===== src/rtl/uart_pkg.sv =====
// Shared UART definitions: FSM state encoding, 8N1 frame constants and bit-period math.
// Used by both the receiver and the transmitter.
package uart_pkg;

  typedef enum logic [2:0] {
    IDLE      = 3'd0,
    START     = 3'd1,
    DATA      = 3'd2,
    STOP      = 3'd3,
    WAIT_IDLE = 3'd4
  } uart_state_e;

  localparam int DATA_BITS = 8;
  localparam int STOP_BITS = 1;

  // Truncating divide: the bit period rounds down to whole clocks.
  function automatic int clks_per_bit(input int clk_mhz, input int baud);
    return (clk_mhz * 1000000) / baud;
  endfunction

endpackage


===== src/rtl/uart_rx_fifo.sv =====
// First-word-fall-through receive buffer; head entry is driven straight from registers.
// A push into a full buffer is performed only if a pop frees a slot in the same cycle.
module uart_rx_fifo #(
  parameter int DEPTH = 4,
  parameter int WIDTH = 8
) (
  input  logic             clk,
  input  logic             reset,
  input  logic             push,
  input  logic [WIDTH-1:0] wdata,
  input  logic             pop,
  output logic [WIDTH-1:0] rdata,
  output logic             not_empty,
  output logic             drop
);

  localparam int AW = $clog2(DEPTH);

  logic [WIDTH-1:0] mem [DEPTH];
  logic [AW-1:0]    wr_ptr, rd_ptr;
  logic [AW:0]      count;
  logic             full, do_push, do_pop;

  assign full      = (count == (AW+1)'(DEPTH));
  assign not_empty = (count != '0);
  assign do_pop    = pop && not_empty;
  assign do_push   = push && (!full || do_pop);
  assign drop      = push && full && !do_pop;
  assign rdata     = mem[rd_ptr];

  always_ff @(posedge clk or posedge reset) begin
    if (reset) begin
      for (int i = 0; i < DEPTH; i++) mem[i] <= '0;
      wr_ptr <= '0;
      rd_ptr <= '0;
      count  <= '0;
    end else begin
      if (do_push) begin
        mem[wr_ptr] <= wdata;
        wr_ptr      <= wr_ptr + 1'b1;
      end
      if (do_pop) rd_ptr <= rd_ptr + 1'b1;
      case ({do_push, do_pop})
        2'b10:   count <= count + 1'b1;
        2'b01:   count <= count - 1'b1;
        default: count <= count;
      endcase
    end
  end

endmodule


===== src/rtl/uart_rx.sv =====
// 8N1 UART receiver: synchronizer, mid-bit sampling FSM, FIFO and sticky error flags.
module uart_rx
  import uart_pkg::*;
#(
  parameter int CLK_MHZ    = 12,
  parameter int BAUD       = 115200,
  parameter int FIFO_DEPTH = 4
) (
  input  logic       clk,
  input  logic       reset,
  input  logic       rx,
  output logic [7:0] recvData,
  output logic       recvValid,
  input  logic       recvAck,
  output logic       frameErr,
  output logic       overrun,
  input  logic       errClr
);

  localparam int CPB  = clks_per_bit(CLK_MHZ, BAUD);
  localparam int HALF = CPB / 2;
  localparam int CW   = $clog2(CPB);
  localparam int BW   = $clog2(DATA_BITS);

  uart_state_e    state, state_nxt;
  logic [CW-1:0]  cnt, cnt_nxt;
  logic [BW-1:0]  bit_idx, bit_nxt;
  logic [7:0]     shreg, sh_nxt;
  logic           rx_s1, rx_s2, rx_prev;
  logic [1:0]     settle;
  logic           fall, push, frame_set, drop;

  // The synchronizer presets to idle-high, so edges are ignored until both
  // flops hold real line samples; a line held low across reset needs a fresh high.
  always_ff @(posedge clk or posedge reset) begin
    if (reset) begin
      rx_s1   <= 1'b1;
      rx_s2   <= 1'b1;
      settle  <= '0;
      rx_prev <= 1'b0;
    end else begin
      rx_s1   <= rx;
      rx_s2   <= rx_s1;
      settle  <= {settle[0], 1'b1};
      rx_prev <= settle[1] & rx_s2;
    end
  end

  assign fall = settle[1] & rx_prev & ~rx_s2;

  always_ff @(posedge clk or posedge reset) begin
    if (reset) begin
      state   <= IDLE;
      cnt     <= '0;
      bit_idx <= '0;
      shreg   <= '0;
    end else begin
      state   <= state_nxt;
      cnt     <= cnt_nxt;
      bit_idx <= bit_nxt;
      shreg   <= sh_nxt;
    end
  end

  always_comb begin
    state_nxt = state;
    cnt_nxt   = cnt + 1'b1;
    bit_nxt   = bit_idx;
    sh_nxt    = shreg;
    push      = 1'b0;
    frame_set = 1'b0;
    case (state)
      IDLE: begin
        cnt_nxt = '0;
        if (fall) state_nxt = START;
      end
      START: begin
        if (cnt == CW'(HALF - 1)) begin
          cnt_nxt   = '0;
          bit_nxt   = '0;
          state_nxt = rx_s2 ? IDLE : DATA;
        end
      end
      DATA: begin
        if (cnt == CW'(CPB - 1)) begin
          cnt_nxt = '0;
          sh_nxt  = {rx_s2, shreg[7:1]};
          bit_nxt = bit_idx + 1'b1;
          if (bit_idx == BW'(DATA_BITS - 1)) state_nxt = STOP;
        end
      end
      STOP: begin
        if (cnt == CW'(CPB - 1)) begin
          cnt_nxt = '0;
          if (rx_s2) begin
            push      = 1'b1;
            state_nxt = IDLE;
          end else begin
            frame_set = 1'b1;
            state_nxt = WAIT_IDLE;
          end
        end
      end
      WAIT_IDLE: begin
        cnt_nxt = '0;
        if (rx_s2) state_nxt = IDLE;
      end
      default: state_nxt = IDLE;
    endcase
  end

  uart_rx_fifo #(.DEPTH(FIFO_DEPTH), .WIDTH(8)) u_fifo (
    .clk       (clk),
    .reset     (reset),
    .push      (push),
    .wdata     (shreg),
    .pop       (recvAck),
    .rdata     (recvData),
    .not_empty (recvValid),
    .drop      (drop)
  );

  // A new error event beats a simultaneous clear.
  always_ff @(posedge clk or posedge reset) begin
    if (reset) begin
      frameErr <= 1'b0;
      overrun  <= 1'b0;
    end else begin
      if (frame_set)   frameErr <= 1'b1;
      else if (errClr) frameErr <= 1'b0;
      if (drop)        overrun  <= 1'b1;
      else if (errClr) overrun  <= 1'b0;
    end
  end

endmodule


===== config.mk =====
export PLATFORM = sky130hd
export DESIGN_NAME = uart_rx
export DESIGN_NICKNAME = d
export VERILOG_FILES = /design/src/rtl/uart_pkg.sv /design/src/rtl/uart_rx_fifo.sv /design/src/rtl/uart_rx.sv
export SDC_FILE = /design/constraint.sdc
export NUM_CORES = 1
export LEC_CHECK = 0
export CAP_MARGIN = 10
export CORE_MARGIN = 5
export CORE_UTILIZATION = 25
export DETAILED_ROUTE_END_ITERATION = 12
export PLACE_DENSITY = 0.37
export SLEW_MARGIN = 20
export SYNTH_ARGS = -nofsm -noshare
export SYNTH_HDL_FRONTEND = slang
export SYNTH_HIERARCHICAL = 1
export SYNTH_SLANG_ARGS = --single-unit

===== constraint.sdc =====
create_clock -name clk -period 4.1 [get_ports clk]
set_input_delay 0.82 -clock clk [delete_from_list [all_inputs] [get_ports clk]]
set_output_delay 0.82 -clock clk [all_outputs]
set_load 0.1 [all_outputs]

==> results by group, run 1 <==
Status
  – Status: completed

Worst setup path
  – Crit. End Element: output pin
  – Worst EP required: 3280 ps
  – CP Launch Type: flop
  – Worst r2r path cells: 11
  – Worst setup path class: flop to output pin
  – CP top delay family: buffers and inverters
  – Critical path's largest stage delay: 980 ps
  – Crit path cell chain: mux4_2 -> clkdlybuf4s50_1
  – Slowest CP cell: clkdlybuf4s50_1
  – Worst Path Arrival: 2620 ps
  – Critical path depth: 2
  – Crit path buf inv count: 1
  – CP Max Fanout: 10

Pwr
  – Leak: 1.73 nW
  – Sw power: 0.528 mW
  – Gate power share: 0.132
  – Switching part of the total: 0.276
  – Peak supply drop: 0.000201 V
  – PD cells: 495 nW/µm²
  – Clock group share of total power: 0.432
  – Int Pwr: 1.38 mW
  – Seq pwr share: 0.436

Timing
  – Final TNS setup: 0 ps
  – Final Cycle Share: 0.840
  – Final hold violations: 0
  – Clock skew: between 8 and 9 ps
  – Rel. slew slack: 0.351
  – Worst-margin pin slew: between 900 and 1000 ps
  – Hold Slack: 350 ps
  – Minimum clock period: 3440 ps
  – Fmax: 0.291 GHz
  – Unrepaired setup endpoints after global routing: no
  – # setup viols final: 0
  – Slew Limit Fails: 0

CTS
  – CTS max path bufs: 2
  – Worst skew pair latency: 330 ps
  – Root buffer cell: clkbuf_16
  – Post-CTS Resized: 0
  – Num CTS Buffers: 9
  – Postcts setup bufs: 0
  – CTS tree: yes
  – # clock sinks: 67
  – Hold buffers post-CTS: 0
  – H-tree depth: 3
  – Clock slew at reported path FFs: about 60 ps

GRT
  – Grt ovf: 0
  – First-pass GRT wire length: 10500 µm
  – Vias in the first global route: roughly 1900
  – GRT Resource Usage Total: 0.0910
  – Initial antenna violation count: 0
  – Largest net degree at the start of global routing: 40

Synth
  – Synth area leaders: dfrtp_1, mux2_4, mux4_2, ha_1, and3_4
  – Share of synthesized registers carrying an async set or reset: 1.00
  – Synthesized netlist cell count: 222
  – #FFs+latches synth: 67
  – Most frequent cells after synthesis: dfrtp_1, mux2_4, nor2_1, inv_1, nand2_1
  – Yosys top cell area share: 0.501
  – Synthesized area per cell: 14.6 µm²
  – Number of flops mapped to enable cells by yosys: 0
  – Yosys Warn Count: 6
  – Count leader, synth: dfrtp_1
  – Post-synth top flop: dfrtp_1
  – Post-Syn Nets: ~240
  – Synth cell types: 44
  – Seq/Total Area, Yosys: 0.517
  – Yosys top cell by area: dfrtp_1
  – Mapped cell area: 3250 µm²

Finish
  – Fill count: 1310
  – Final std cells w/o fill: 418
  – Area grow syn2layout: 18.8%
  – Fin area: 3860 µm²
  – # diodes: 0
  – Final nets: ~260
  – Share of post-route cells with drive strength above 1: 0.333
  – Finished Core Util: 0.304

Placed design
  – DP Wirelength: 4140 µm
  – Placed cell count: ~400
  – Dpl cell area: about 3500 µm²
  – Port bufs: 15
  – Placer Congestion: 0.678

Floorplanning
  – Area of the core: 12700 µm²
  – Height of the die: 124 µm
  – Die Area: roughly 15000 µm²
  – # rows: 41
  – Initial Util: 0.256
  – # IOs: 16
  – Die Width: approximately 120 µm

Routing
  – Initial DRC count: 106
  – Final ANT Viol Nets: 0
  – Via density: 4.16
  – Routed len/inst: 14.9 µm
  – Pre-antenna DRT Iters: 4
  – Final WL: 6230 µm
  – Post-route DRC: 0
  – Total number of vias: between 1500 and 2000

Worst hold path
  – Hold WC Path Type: flop to flop
  – Hold-critical path depth: 0

Job
  – Max-cap viol count: 0
cells by family after synthesis:
kind of cell,count (synthesis),share of synthesized area
and+or+nand+nor,50,0.0998
buffers and inverters,20,0.0385
xor gates and xnor gates,11,0.0297
other,1,0.00116
adders and majority gates,9,0.0370
muxes,51,0.250
AOI/OAI and AO/OA,13,0.0262
DFF,67,0.517
power groups by stage:
stage               clock [mW]  combinational (mW)  sequential [mW]
CTS                      0.850               0.259            0.837
finish                   0.824               0.253            0.832
floorplan                    0               0.269            0.767
global route             0.883               0.284            0.850
global placement             0               0.255            0.848
detailed placement           0               0.258            0.848
cell type report:
type	count	area, µm²	area share
sequential	67	1680	0.435
multi-input combinational	135	1440	0.374
clock buffer	10	229	0.0594
tap	172	215	0.0558
timing repair buffer	17	160	0.0415
clock inverter	6	90.1	0.0234
inverter	11	41.3	0.0107
per-layer routing:
metal  GRT usage  wire length [µm]
met5           0                 0
met4      0.0287                80
met2       0.136              2790
met3      0.0318               262
met1       0.124              3090
layout by cell type (no fill, tap or decap), drive strengths merged, types with 3 or more instances in the layout:
master	n
and3	8
buf	4
clkbuf	10
clkdlybuf4s50	13
clkinv	3
dfrtp	65
ha	8
inv	11
mux2	41
mux4	8
nand2	10
nand3	3
nor2	12
o21ai	4
xnor2	5
xor2	6
per-stage QoR:
stage	power (mW)	setup slack (ps)
after floorplan	1.04	1580
after global placement	1.10	955
after detailed placement	1.11	958
after CTS	1.95	589
after global routing	2.02	511
final	1.91	658
sequential cells by signal (all words and copies together), names as in the netlist:
signal and count:
bit_idx 3, cnt 7, frameErr 1, overrun 1
rx_prev 1, rx_s1 1, rx_s2 1, settle 2
shreg 8, state 3, u_fifo/count 3, u_fifo/mem 32
u_fifo/rd_ptr 2, u_fifo/wr_ptr 2
worst paths after layout:
kind	startpoint	to	slack (ps)
worst max-delay path	u_fifo/rd_ptr[0]	recvData[0]	660
worst min-delay path	settle[0]	settle[1]	350
worst max register to register	cnt[0]	u_fifo/count[2]	1490
worst min register to register	settle[0]	settle[1]	350
max in group asynchronous	reset	bit_idx[1]	2440
min in group asynchronous	reset	u_fifo/wr_ptr[1]	980
Power figures use the tool's default switching activity.
==> run 2, diff against run 1 <==
==> constraint.sdc (replaced) <==
create_clock -name clk -period 3.2 [get_ports clk]
set_input_delay 0.64 -clock clk [delete_from_list [all_inputs] [get_ports clk]]
set_output_delay 0.64 -clock clk [all_outputs]
set_load 0.1 [all_outputs]
==> results by group, run 2 (synthesized netlist as in run 1, its figures left out) <==
Status
  – Status: completed

Job
  – Max-cap viol count: 0 (unchanged)

Timing
  – Fmax: 0.379 GHz
  – Worst-margin pin slew: 677 ps (-293 ps)
  – Minimum clock period: 2640 ps
  – # setup viols final: 0 (unchanged)
  – Clock skew: 7.67 ps (-0.842 ps)
  – Slew Limit Fails: 0 (unchanged)
  – Final Cycle Share: 0.824
  – Unrepaired setup endpoints after global routing: no
  – Final hold violations: 0 (unchanged)
  – Final TNS setup: 0 ps (unchanged)
  – Hold Slack: 350 ps (-0.411 ps)
  – Rel. slew slack: 0.549 (+0.197)

GRT
  – First-pass GRT wire length: 10400 µm (-0.47%)
  – GRT Resource Usage Total: 0.0931 (+0.00209)
  – Initial antenna violation count: 0 (unchanged)
  – Largest net degree at the start of global routing: 40 (unchanged)
  – Vias in the first global route: 1858 (-1.6%)
  – Grt ovf: 0 (unchanged)

CTS
  – Worst skew pair latency: 330 ps (about the same)
  – Post-CTS Resized: 0 (unchanged)
  – CTS tree: yes
  – Postcts setup bufs: 0 (unchanged)
  – Root buffer cell: clkbuf_16
  – Hold buffers post-CTS: 0 (unchanged)
  – CTS max path bufs: 2 (unchanged)
  – H-tree depth: 3 (unchanged)
  – Num CTS Buffers: 9 (unchanged)
  – # clock sinks: 67 (unchanged)
  – Clock slew at reported path FFs: 60 ps (about the same)

Floorplanning
  – Initial Util: 0.256 (unchanged)
  – # rows: 41 (unchanged)
  – Height of the die: 124 µm (unchanged)
  – Die Width: 124 µm (unchanged)
  – Die Area: 15400 µm² (unchanged)
  – # IOs: 16 (unchanged)
  – Area of the core: 12700 µm² (unchanged)

Worst setup path
  – Crit. End Element: output pin
  – Critical path's largest stage delay: 780 ps (-200 ps)
  – CP Launch Type: flop
  – Crit path cell chain: mux4_2 -> buf_4
  – Worst EP required: 2560 ps (-720 ps)
  – CP Max Fanout: 10 (unchanged)
  – Worst setup path class: flop to output pin
  – Flop2flop setup slack: 580 ps (-910 ps)
  – Worst Path Arrival: 2000 ps (-620 ps)
  – Slowest CP cell: dfrtp_1

Finish
  – Share of post-route cells with drive strength above 1: 0.370 (+0.0366)
  – Top reg by flops: u_fifo/mem
  – Biggest regs: u_fifo/mem (32), shreg (8), cnt (7)
  – Area grow syn2layout: 18.8% (unchanged)
  – Commonest non-fill, non-tap cell in the layout: dfrtp_1
  – # diodes: 0 (unchanged)
  – Flip-flop count of the largest register after layout: 32 (unchanged)
  – Final nets: 255 (unchanged)
  – Most frequent cells in the layout: dfrtp_1, mux2_4, buf_4

Pwr
  – PD cells: 657 nW/µm² (+33%)
  – Peak supply drop: 0.000259 V (+29%)
  – Leak: 1.76 nW (+1.8%)

Placed design
  – Placer Congestion: 0.718 (+5.8%)
  – Port bufs: 15 (unchanged)
  – DP Wirelength: 4050 µm (-2.0%)

Worst hold path
  – Hold WC Path Type: flop to flop

Routing
  – Final ANT Viol Nets: 0 (unchanged)
  – Via density: 4.11 (-1.1%)
  – Pre-antenna DRT Iters: 4 (unchanged)
  – Initial DRC count: 110 (+3.8%)
  – Final WL: 6370 µm (+2.2%)
  – Post-route DRC: 0 (unchanged)
  – Total number of vias: 1720 (-1.1%)
  – Routed len/inst: 15.2 µm (+2.2%)
## run 2: cell types whose count changed in the layout (fill, tap and decap cells not counted)
cell	previous run	this run
clkinv_4	2	1
buf_4	4	13
inv_6	0	1
bufinv_16	2	3
clkdlybuf4s50_1	13	4
clkinvlp_4	1	0
## run 2: area by class of cell
class | instances | area [µm²]
clock buffers | 10 | 229
clock inverters | 6 | 113
well taps | 172 | 215
flip-flops and latches | 67 | 1680
multi-input cells | 135 | 1440
inverters | 11 | 41.3
repair buffers | 17 | 138
fillers | 1307 | 8810
## run 2: path summary, 6_finish.rpt
path                                         to             start  cells after the start
worst max-delay path                recvData[6]  u_fifo/rd_ptr[0]                      2
worst min-delay path                  settle[1]         settle[0]                      0
worst max register to register  u_fifo/count[2]            cnt[0]                     11
worst min register to register        settle[1]         settle[0]                      0
max in group asynchronous        u_fifo/mem[13]             reset                      3
min in group asynchronous               overrun             reset                      2
## run 2: per-layer routing
metal | wire length [µm] | up-vias | track usage
li1 | - | 815 | -
met1 | 3200 | 869 | 0.124
met2 | 2820 | 28 | 0.136
met3 | 264 | 8 | 0.0422
met4 | 82 | 0 | 0.0287
met5 | 0 | - | 0
## run 2: critical path, delay by kind of cell, from the launching register on
kind,cells,cell delay (ps)
buf+inv,1,260
mux,1,620
flops,1,780
## run 2: report_power, final
| group | leakage (nW) | internal, mW | switching [mW] |
|---|---|---|---|
| Combinational | 0.691 | 0.164 | 0.158 |
| Sequential | 0.899 | 0.922 | 0.150 |
| Clock | 0.167 | 0.764 | 0.375 |
## run 2: per-stage QoR
step	power (mW)	area, µm²	util	cells	setup WS (ps)
detailed placement	1.42	3510	0.277	402	278
CTS	2.57	3860	0.304	418	501
global placement	1.42	3510	0.277	402	340
floorplan	1.33	3250	-	222	787
global route	2.67	3860	0.304	418	408
finish	2.53	3860	0.304	418	563
